==> src/rtl/pipe_pkg.sv <==
// Shared constants and types for the pipeline inter-stage registers.
package pipe_pkg;

  localparam logic [31:0] NOP_WORD_DEF = 32'h0000_0000;  // sll $0,$0,0
  localparam logic [31:0] RESET_PC     = 32'h0000_0000;

  localparam int IF_ID_DATA_W  = 32;
  localparam int ID_EX_DATA_W  = 128;
  localparam int EX_MEM_DATA_W = 96;
  localparam int MEM_WB_DATA_W = 72;

  typedef enum logic [1:0] {
    MAIN_HOLD      = 2'd0,
    MAIN_LOAD_IN   = 2'd1,
    MAIN_LOAD_SKID = 2'd2,
    MAIN_CLEAR     = 2'd3
  } main_op_e;

endpackage

==> src/rtl/pipe_slot.sv <==
// One storage slot of a pipeline register: payload + PC + valid bit.
// Clearing restores the bubble values so the slot can drive outputs directly.
module pipe_slot #(
  parameter int                DATA_W   = 32,
  parameter int                PC_W     = 32,
  parameter logic [DATA_W-1:0] CLR_DATA = '0,
  parameter logic [PC_W-1:0]   CLR_PC   = '0
) (
  input  logic              clk,
  input  logic              reset,
  input  logic              load,
  input  logic              clear,
  input  logic [DATA_W-1:0] d_data,
  input  logic [PC_W-1:0]   d_pc,
  output logic              valid,
  output logic [DATA_W-1:0] q_data,
  output logic [PC_W-1:0]   q_pc
);

  always_ff @(posedge clk or negedge reset) begin
    if (!reset) begin
      valid  <= 1'b0;
      q_data <= CLR_DATA;
      q_pc   <= CLR_PC;
    end else if (clear) begin
      valid  <= 1'b0;
      q_data <= CLR_DATA;
      q_pc   <= CLR_PC;
    end else if (load) begin
      valid  <= 1'b1;
      q_data <= d_data;
      q_pc   <= d_pc;
    end
  end

endmodule

==> src/rtl/pipe_stage_reg.sv <==
// Valid/ready pipeline register with a 2-entry skid buffer, synchronous flush
// and a saturating stall-cycle counter. All outputs come straight from flops.
module pipe_stage_reg
  import pipe_pkg::*;
#(
  parameter int                DATA_W   = IF_ID_DATA_W,
  parameter int                PC_W     = 32,
  parameter logic [DATA_W-1:0] NOP_WORD = DATA_W'(NOP_WORD_DEF),
  parameter int                STALL_CW = 16
) (
  input  logic                clk,
  input  logic                reset,
  input  logic                flush,
  input  logic                in_valid,
  output logic                in_ready,
  input  logic [DATA_W-1:0]   in_data,
  input  logic [PC_W-1:0]     in_pc,
  output logic                out_valid,
  input  logic                out_ready,
  output logic [DATA_W-1:0]   out_data,
  output logic [PC_W-1:0]     out_pc,
  output logic [STALL_CW-1:0] stall_cnt
);

  localparam logic [PC_W-1:0] CLR_PC = PC_W'(RESET_PC);

  logic              main_valid;
  logic              skid_valid;
  logic [DATA_W-1:0] skid_data;
  logic [PC_W-1:0]   skid_pc;

  logic              accept;
  logic              deliver;
  main_op_e          main_op;
  logic              main_load;
  logic              main_clear;
  logic              skid_load;
  logic              skid_clear;
  logic [DATA_W-1:0] main_d_data;
  logic [PC_W-1:0]   main_d_pc;

  // skid_valid is a flop, so in_ready has no combinational input dependency
  assign in_ready  = ~skid_valid;
  assign out_valid = main_valid;
  assign accept    = in_valid & in_ready;
  assign deliver   = main_valid & out_ready;

  always_comb begin
    main_op    = MAIN_HOLD;
    skid_load  = 1'b0;
    skid_clear = 1'b0;
    if (flush) begin
      main_op    = MAIN_CLEAR;
      skid_clear = 1'b1;
    end else if (!main_valid) begin
      if (accept) main_op = MAIN_LOAD_IN;
    end else if (deliver) begin
      if (skid_valid) begin
        main_op    = MAIN_LOAD_SKID;
        skid_clear = 1'b1;
      end else if (accept) begin
        main_op = MAIN_LOAD_IN;
      end else begin
        main_op = MAIN_CLEAR;
      end
    end else if (accept) begin
      skid_load = 1'b1;
    end
  end

  always_comb begin
    main_load   = (main_op == MAIN_LOAD_IN) || (main_op == MAIN_LOAD_SKID);
    main_clear  = (main_op == MAIN_CLEAR);
    main_d_data = (main_op == MAIN_LOAD_SKID) ? skid_data : in_data;
    main_d_pc   = (main_op == MAIN_LOAD_SKID) ? skid_pc   : in_pc;
  end

  pipe_slot #(
    .DATA_W   (DATA_W),
    .PC_W     (PC_W),
    .CLR_DATA (NOP_WORD),
    .CLR_PC   (CLR_PC)
  ) u_main (
    .clk    (clk),
    .reset  (reset),
    .load   (main_load),
    .clear  (main_clear),
    .d_data (main_d_data),
    .d_pc   (main_d_pc),
    .valid  (main_valid),
    .q_data (out_data),
    .q_pc   (out_pc)
  );

  pipe_slot #(
    .DATA_W   (DATA_W),
    .PC_W     (PC_W),
    .CLR_DATA (NOP_WORD),
    .CLR_PC   (CLR_PC)
  ) u_skid (
    .clk    (clk),
    .reset  (reset),
    .load   (skid_load),
    .clear  (skid_clear),
    .d_data (in_data),
    .d_pc   (in_pc),
    .valid  (skid_valid),
    .q_data (skid_data),
    .q_pc   (skid_pc)
  );

  // flush deliberately leaves the counter alone
  always_ff @(posedge clk or negedge reset) begin
    if (!reset) begin
      stall_cnt <= '0;
    end else if (main_valid && !out_ready && (stall_cnt != '1)) begin
      stall_cnt <= stall_cnt + STALL_CW'(1);
    end
  end

endmodule

==> config.mk <==
export PLATFORM = sky130hd
export DESIGN_NAME = pipe_stage_reg
export DESIGN_NICKNAME = d
export VERILOG_FILES = /design/src/rtl/pipe_pkg.sv /design/src/rtl/pipe_slot.sv /design/src/rtl/pipe_stage_reg.sv
export SDC_FILE = /design/constraint.sdc
export NUM_CORES = 1
export LEC_CHECK = 0
export CAP_MARGIN = 20
export CORE_MARGIN = 4
export CORE_UTILIZATION = 38
export DETAILED_ROUTE_END_ITERATION = 16
export PLACE_DENSITY = 0.72
export SETUP_SLACK_MARGIN = 0.15
export SLEW_MARGIN = 20
export SYNTH_ARGS = -nofsm -noshare
export SYNTH_HDL_FRONTEND = slang
export SYNTH_HIERARCHICAL = 1
export SYNTH_SLANG_ARGS = --single-unit
==> constraint.sdc <==
create_clock -name clk -period 4.8 [get_ports clk]
set_input_delay 0.96 -clock clk [delete_from_list [all_inputs] [get_ports clk]]
set_output_delay 0.96 -clock clk [all_outputs]
set_load 0.005 [all_outputs]
==> results.py, run 1 <==
metrics = {
    "die": {
        "die_y_um": 143.2,
        "initial_utilization_pct": 38.68,
        "coreArea_mm2": 0.01796,
        "die_w_um": 143.2,
        "die_area_mm2": 0.02051,
        "pin_count": 151,
        "row_count": 49,
    },
    "finish": {
        "multi_input_area_mm2": 0.003017,
        "most-common-layout-cells": "149 x clkdlybuf4s50_1, 146 x dfrtp_1, 137 x nor2_1, 129 x mux2i_1, 66 x mux2_2",
        "layout_commonest_cell": "clkdlybuf4s50_1",
        "fin_area_mm2": 0.009185,
        "final_nets": 788,
        "layout-drive-gt1-share_pct": 15.93,
        "seq_area_mm2": 0.003654,
        "area_delta_synth_final_pct": 32.18,
        "final_cells": 957,
        "num-fill-cells": 1563,
        "final_core_util_pct": 51.13,
        "num_antenna_cells": 0,
    },
    "critical_path": {
        "worst_ep_required_time_ns": 5.06,
        "cp_cell_sequence": "clkdlybuf4s50_1 -> mux2i_1 -> nor2_1 -> or2_2 -> inv_1 -> ha_2 -> buf_4 -> mux2_2 -> mux2i_1 -> nor2_1",
        "max_stage_delay_ns": 0.48,
        "slowest_stage": "clkdlybuf4s50_1",
        "crit_path_end_kind": "register",
        "critPathBufInv": 3,
        "critical-path-top-delay-family": "buffers and inverters",
        "arrival_ns": 3.50,
        "critPathKind": "in -> reg",
        "cp-start-kind": "primary input",
        "critical_path.max_fanout": 27,
    },
    "clocking": {
        "cts.sinks": 146,
        "h-tree-depth": 4,
        "clock_tree.root_cell": "clkbuf_16",
        "cts_resized": 0,
        "cts.clk_slew.worst_paths_ns": 0.06,
        "cts_max_path_buffers": 2,
        "post-cts-setup-buffers": 0,
        "cts_buffers": 17,
        "holdBufCountCts": 0,
        "cts_tree": "built",
        "clkLatencyLatePin_ns": 0.41,
    },
    "detailed_routing": {
        "drc": 0,
        "wl_um": 16350,
        "drtIter0Drc": 209,
        "post_drt_wl_per_cell_um": 17.09,
        "antenna_left": 0,
        "drtPass1Iterations": 4,
        "via_per_inst": 5.046,
        "num_vias": 4829,
    },
    "synth": {
        "synthCells": 578,
        "avgSynthCellArea_um2": 12.02,
        "yosys.area.top_type": "dfrtp_1",
        "yosysUniqueCellTypes": 31,
        "synth.area.top_cells": "dfrtp_1 53%, mux2i_1 19%, mux2_2 11%, nor2_1 7.4%, buf_8 2.2%",
        "yosys_warnings": 6,
        "ys_seq_elements": 146,
        "synth_area_mm2": 0.006949,
        "yosysSeqAreaShare_pct": 52.57,
        "synth_top_area_share_pct": 52.57,
        "syn_nets": 650,
    },
    "sta": {
        "rsz0062_at_grt": "no",
        "drv_slew": 0,
        "hold_viol": 0,
        "period_minus_slack_ns": 3.248,
        "skew_ns": 0.005119,
        "fin_crit_sh_pct": 67.67,
        "relSlewSlack_pct": 42.34,
        "worstMarginPinSlew_ns": 0.8649,
        "final-setup-viol-count": 0,
        "final.setup.tns_ns": 0,
        "fmax_mhz": 307.9,
    },
    "global_routing": {
        "grt_pass1_wl_um": 27050,
        "grt_overflow_total": 0,
        "grt_pass1_vias": 5316,
        "global_route.usage.total_pct": 16.48,
        "antenna_found_initial": 0,
        "grt_max_degree": 111,
    },
    "placed_design": {
        "dp_cells": 925,
        "dp_hpwl_um": 10740,
        "place_area_mm2": 0.008517,
        "gp_congestion": 0.7540,
        "portBuffers": 150,
    },
    "power": {
        "total_leakage_power_nw": 4.092,
        "power_density_mw_per_mm2": 404.0,
        "peakVddDrop_mv": 0.2538,
    },
    "flow_run": {
        "max_cap_violations": 0,
    },
    "min_path": {
        "hp-class": "reg -> reg",
    },
    "run_status": {
        "status": "completed",
    },
}
## cell families after synthesis
family                   after synthesis  share of synthesized area, %
buffers and inverters                 39                         4.303
AND/OR/NAND/NOR                      175                         10.68
multiplexers                         196                         29.49
AO/OA/AOI/OAI                          7                        0.9003
flip-flops                           146                         52.57
adder cells (fa/ha/maj)                3                        0.5402
XOR/XNOR                              12                         1.512
## metal layers
layer | global-route usage, % | share of wire (%)
met5 | 0 | 0
met4 | 4.559 | 1.3
met3 | 4.655 | 6.2
met2 | 26.38 | 47
met1 | 22.09 | 45
## registers in the layout, summed over array words and instances (netlist names)
name / flops
u_main/q_pc: 32
u_skid/q_data: 32
u_main/valid: 1
u_skid/valid: 1
u_main/q_data: 32
stall_cnt: 16
u_skid/q_pc: 32
## where the power goes
group          internal (mW)  switching, mW
sequential              1.36          0.105
clock                  0.935          0.494
combinational          0.464          0.349
total                   2.76          0.948
## cell type report
cell class / count / area share, %
sequential: 146 / 39.78
multi-input combinational: 393 / 32.84
timing repair buffer: 156 / 17.15
clock buffer: 22 / 5.381
tap: 229 / 3.119
clock inverter: 9 / 1.648
inverter: 2 / 0.08173
## worst paths after layout
check	startpoint	endpoint	slack, ns	depth (start not counted)
max	out_ready	u_main/q_data[7]	1.55	10
min	stall_cnt[15]	stall_cnt[15]	0.51	1
max reg2reg	u_main/valid	u_main/q_data[7]	2.08	9
min reg2reg	stall_cnt[15]	stall_cnt[15]	0.51	1
max in group asynchronous	reset	u_main/q_pc[23]	3.11	2
min in group asynchronous	reset	u_main/q_data[2]	0.67	1
## synthesized netlist by cell type (all sizes together)
library cell	number
inv	2
clkbuf	19
a21oi	2
nor4	5
or2	2
nor2	138
and4	1
dfrtp	146
ha	3
xor2	12
nor2b	1
a31o	2
buf	18
nand2	7
nand2b	2
mux2	67
o21ai	1
mux2i	129
nand4	4
nor3	7
a2111oi	2
and3	2
nand3	6
## through the flow
step | total power [mW] | hold slack, ns | setup WS [ns]
4_1_cts | 3.761 | 0.5058 | 1.546
2_1_floorplan | 1.894 | 0.4804 | 1.920
6_report | 3.711 | 0.5082 | 1.552
5_1_grt | 3.882 | 0.5273 | 1.371
3_3_place_gp | 2.277 | 0.4956 | 1.197
3_5_place_dp | 2.309 | 0.5001 | 1.107
No activity file was read; power rests on OpenSTA's default activity.
==> run 2: changes to the inputs <==
==> constraint.sdc (replaced) <==
create_clock -name clk -period 3.36 [get_ports clk]
set_input_delay 0.672 -clock clk [delete_from_list [all_inputs] [get_ports clk]]
set_output_delay 0.672 -clock clk [all_outputs]
set_load 0.005 [all_outputs]
==> run 2 against run 1 <==
- setup slack lost 0.88 ns
- clock-buffer cell count is the same
- flip-flop and latch count did not move
- critical path type unchanged
- largest cell class unchanged
==> results.py, run 2 (synthesized netlist as in run 1, its figures left out) <==
metrics = {
    "critical_path": {
        "worstRegToRegCells": 9,
        "critical_path.max_fanout": 64,
        "worst_ep_required_time_ns": 3.63,
        "r2r_setup_slack_ns": 0.90,
        "crit_path_end_kind": "register",
        "reg2reg_from": "u_main/valid",
        "arrival_ns": 2.96,
        "cp-start-kind": "primary input",
        "slowest_stage": "clkdlybuf4s50_1",
        "r2r-end": "u_main/q_pc[26]",
        "critPathKind": "in -> reg",
        "max_stage_delay_ns": 0.48,
        "cp_cell_sequence": "clkdlybuf4s50_1 -> mux2i_1 -> nor2_1 -> or2_2 -> inv_1 -> ha_2 -> buf_12 -> mux2_2 -> mux2i_1 -> nor2_1",
    },
    "sta": {
        "rsz0062_at_grt": "no",
        "period_minus_slack_ns": 2.692,
        "fin_crit_sh_pct": 80.11,
        "worstMarginPinSlew_ns": 0.8112,
        "hold_slack_ns": 0.2847,
        "final.setup.tns_ns": 0,
        "drv_slew": 0,
        "hold_viol": 0,
        "relSlewSlack_pct": 45.92,
        "final-setup-viol-count": 0,
        "fmax_mhz": 371.5,
        "skew_ns": 0.007593,
    },
    "finish": {
        "most-common-layout-cells": "149 x clkdlybuf4s50_1, 146 x dfrtp_1, 137 x nor2_1, 129 x mux2i_1, 66 x mux2_2",
        "multi_input_area_mm2": 0.003017,
        "num_antenna_cells": 0,
        "area_delta_synth_final_pct": 32.14,
        "layout_commonest_cell": "clkdlybuf4s50_1",
        "final_nets": 791,
        "layout-drive-gt1-share_pct": 15.98,
        "num-fill-cells": 1570,
        "seq_area_mm2": 0.003654,
    },
    "clocking": {
        "post-cts-setup-buffers": 0,
        "cts_tree": "built",
        "clkLatencyLatePin_ns": 0.41,
        "cts.clk_slew.worst_paths_ns": 0.06,
        "cts.sinks": 146,
        "cts_resized": 0,
        "h-tree-depth": 4,
        "cts_buffers": 17,
        "cts_max_path_buffers": 2,
        "holdBufCountCts": 0,
        "clock_tree.root_cell": "clkbuf_16",
    },
    "global_routing": {
        "grt_pass1_wl_um": 26650,
        "antenna_found_initial": 0,
        "global_route.usage.total_pct": 16.38,
        "grt_max_degree": 75,
        "grt_overflow_total": 0,
        "grt_pass1_vias": 5132,
    },
    "detailed_routing": {
        "via_per_inst": 4.996,
        "antenna_left": 0,
        "post_drt_wl_per_cell_um": 16.91,
        "wl_um": 16250,
        "drc": 0,
        "num_vias": 4801,
        "drtPass1Iterations": 4,
        "drtIter0Drc": 220,
    },
    "placed_design": {
        "gp_congestion": 0.7611,
        "dp_hpwl_um": 10800,
        "portBuffers": 150,
    },
    "power": {
        "peakVddDrop_mv": 0.3515,
        "power_density_mw_per_mm2": 556.7,
        "total_leakage_power_nw": 4.082,
    },
    "die": {
        "die_area_mm2": 0.02051,
        "initial_utilization_pct": 38.68,
        "pin_count": 151,
        "row_count": 49,
        "die_w_um": 143.2,
        "coreArea_mm2": 0.01796,
        "die_y_um": 143.2,
    },
    "flow_run": {
        "max_cap_violations": 0,
    },
    "run_status": {
        "status": "completed",
    },
    "min_path": {
        "hp-class": "in -> async",
    },
}
run 2: cell count changes in the layout (fill, tap and decap cells not counted):
cell	before	now
bufinv_16	4	2
clkinv_2	3	5
clkinvlp_4	1	2
clkbuf_1	0	3
buf_6	0	1
clkbuf_8	6	2
buf_12	2	6
buf_4	4	3
run 2: area by class of cell:
| cell class | instances | share of cell area (%) |
|---|---|---|
| Inverter | 2 | 0.08175 |
| Clock buffer | 22 | 5.055 |
| Clock inverter | 10 | 1.185 |
| Timing Repair Buffer | 159 | 17.92 |
| Multi-Input combinational cell | 393 | 32.85 |
| Sequential cell | 146 | 39.79 |
| Tap cell | 229 | 3.120 |
run 2: routing by layer:
layer	up-vias	GRT usage, %	share of wire (%)
met1	2378	22.17	46
met3	14	4.186	5.3
met5	-	0	0
li1	2278	-	-
met2	131	26.26	48
met4	0	4.559	1.2
run 2: critical path: cells and delay by family:
family                   cells  cell delay, ns
AND/OR/NAND/NOR              3            0.42
multiplexers                 3            0.76
adder cells (fa/ha/maj)      1            0.19
buffers and inverters        3            0.88
run 2: worst max path at each step:
stage / end / slack, ns / from
after floorplan: u_main/q_pc[8] / 0.77 / out_ready
after global placement: u_main/q_pc[11] / 0.38 / out_ready
after detailed placement: u_main/q_pc[28] / 0.26 / out_ready
after CTS: u_main/q_pc[28] / 0.70 / out_ready
after global routing: u_main/q_pc[28] / 0.57 / out_ready
final: u_main/q_pc[26] / 0.67 / out_ready
run 2: power breakdown:
part | switching, mW | leakage (nW) | internal [mW]
clock | 0.710 | 0.280 | 1.13
combinational | 0.502 | 1.83 | 0.676
sequential | 0.149 | 1.97 | 1.95
total | 1.36 | 4.08 | 3.75
run 2: metrics by stage:
step | util [%] | std cells | cell area, µm² | power [mW] | setup slack, ns
floorplan | - | 578 | 6949 | 2.706 | 0.7682
global placement | 47.93 | 929 | 8610 | 3.277 | 0.3806
detailed placement | 47.93 | 929 | 8610 | 3.318 | 0.2604
CTS | 51.12 | 961 | 9183 | 5.194 | 0.6967
global route | 51.12 | 961 | 9183 | 5.385 | 0.5750
finish | 51.12 | 961 | 9183 | 5.112 | 0.6682
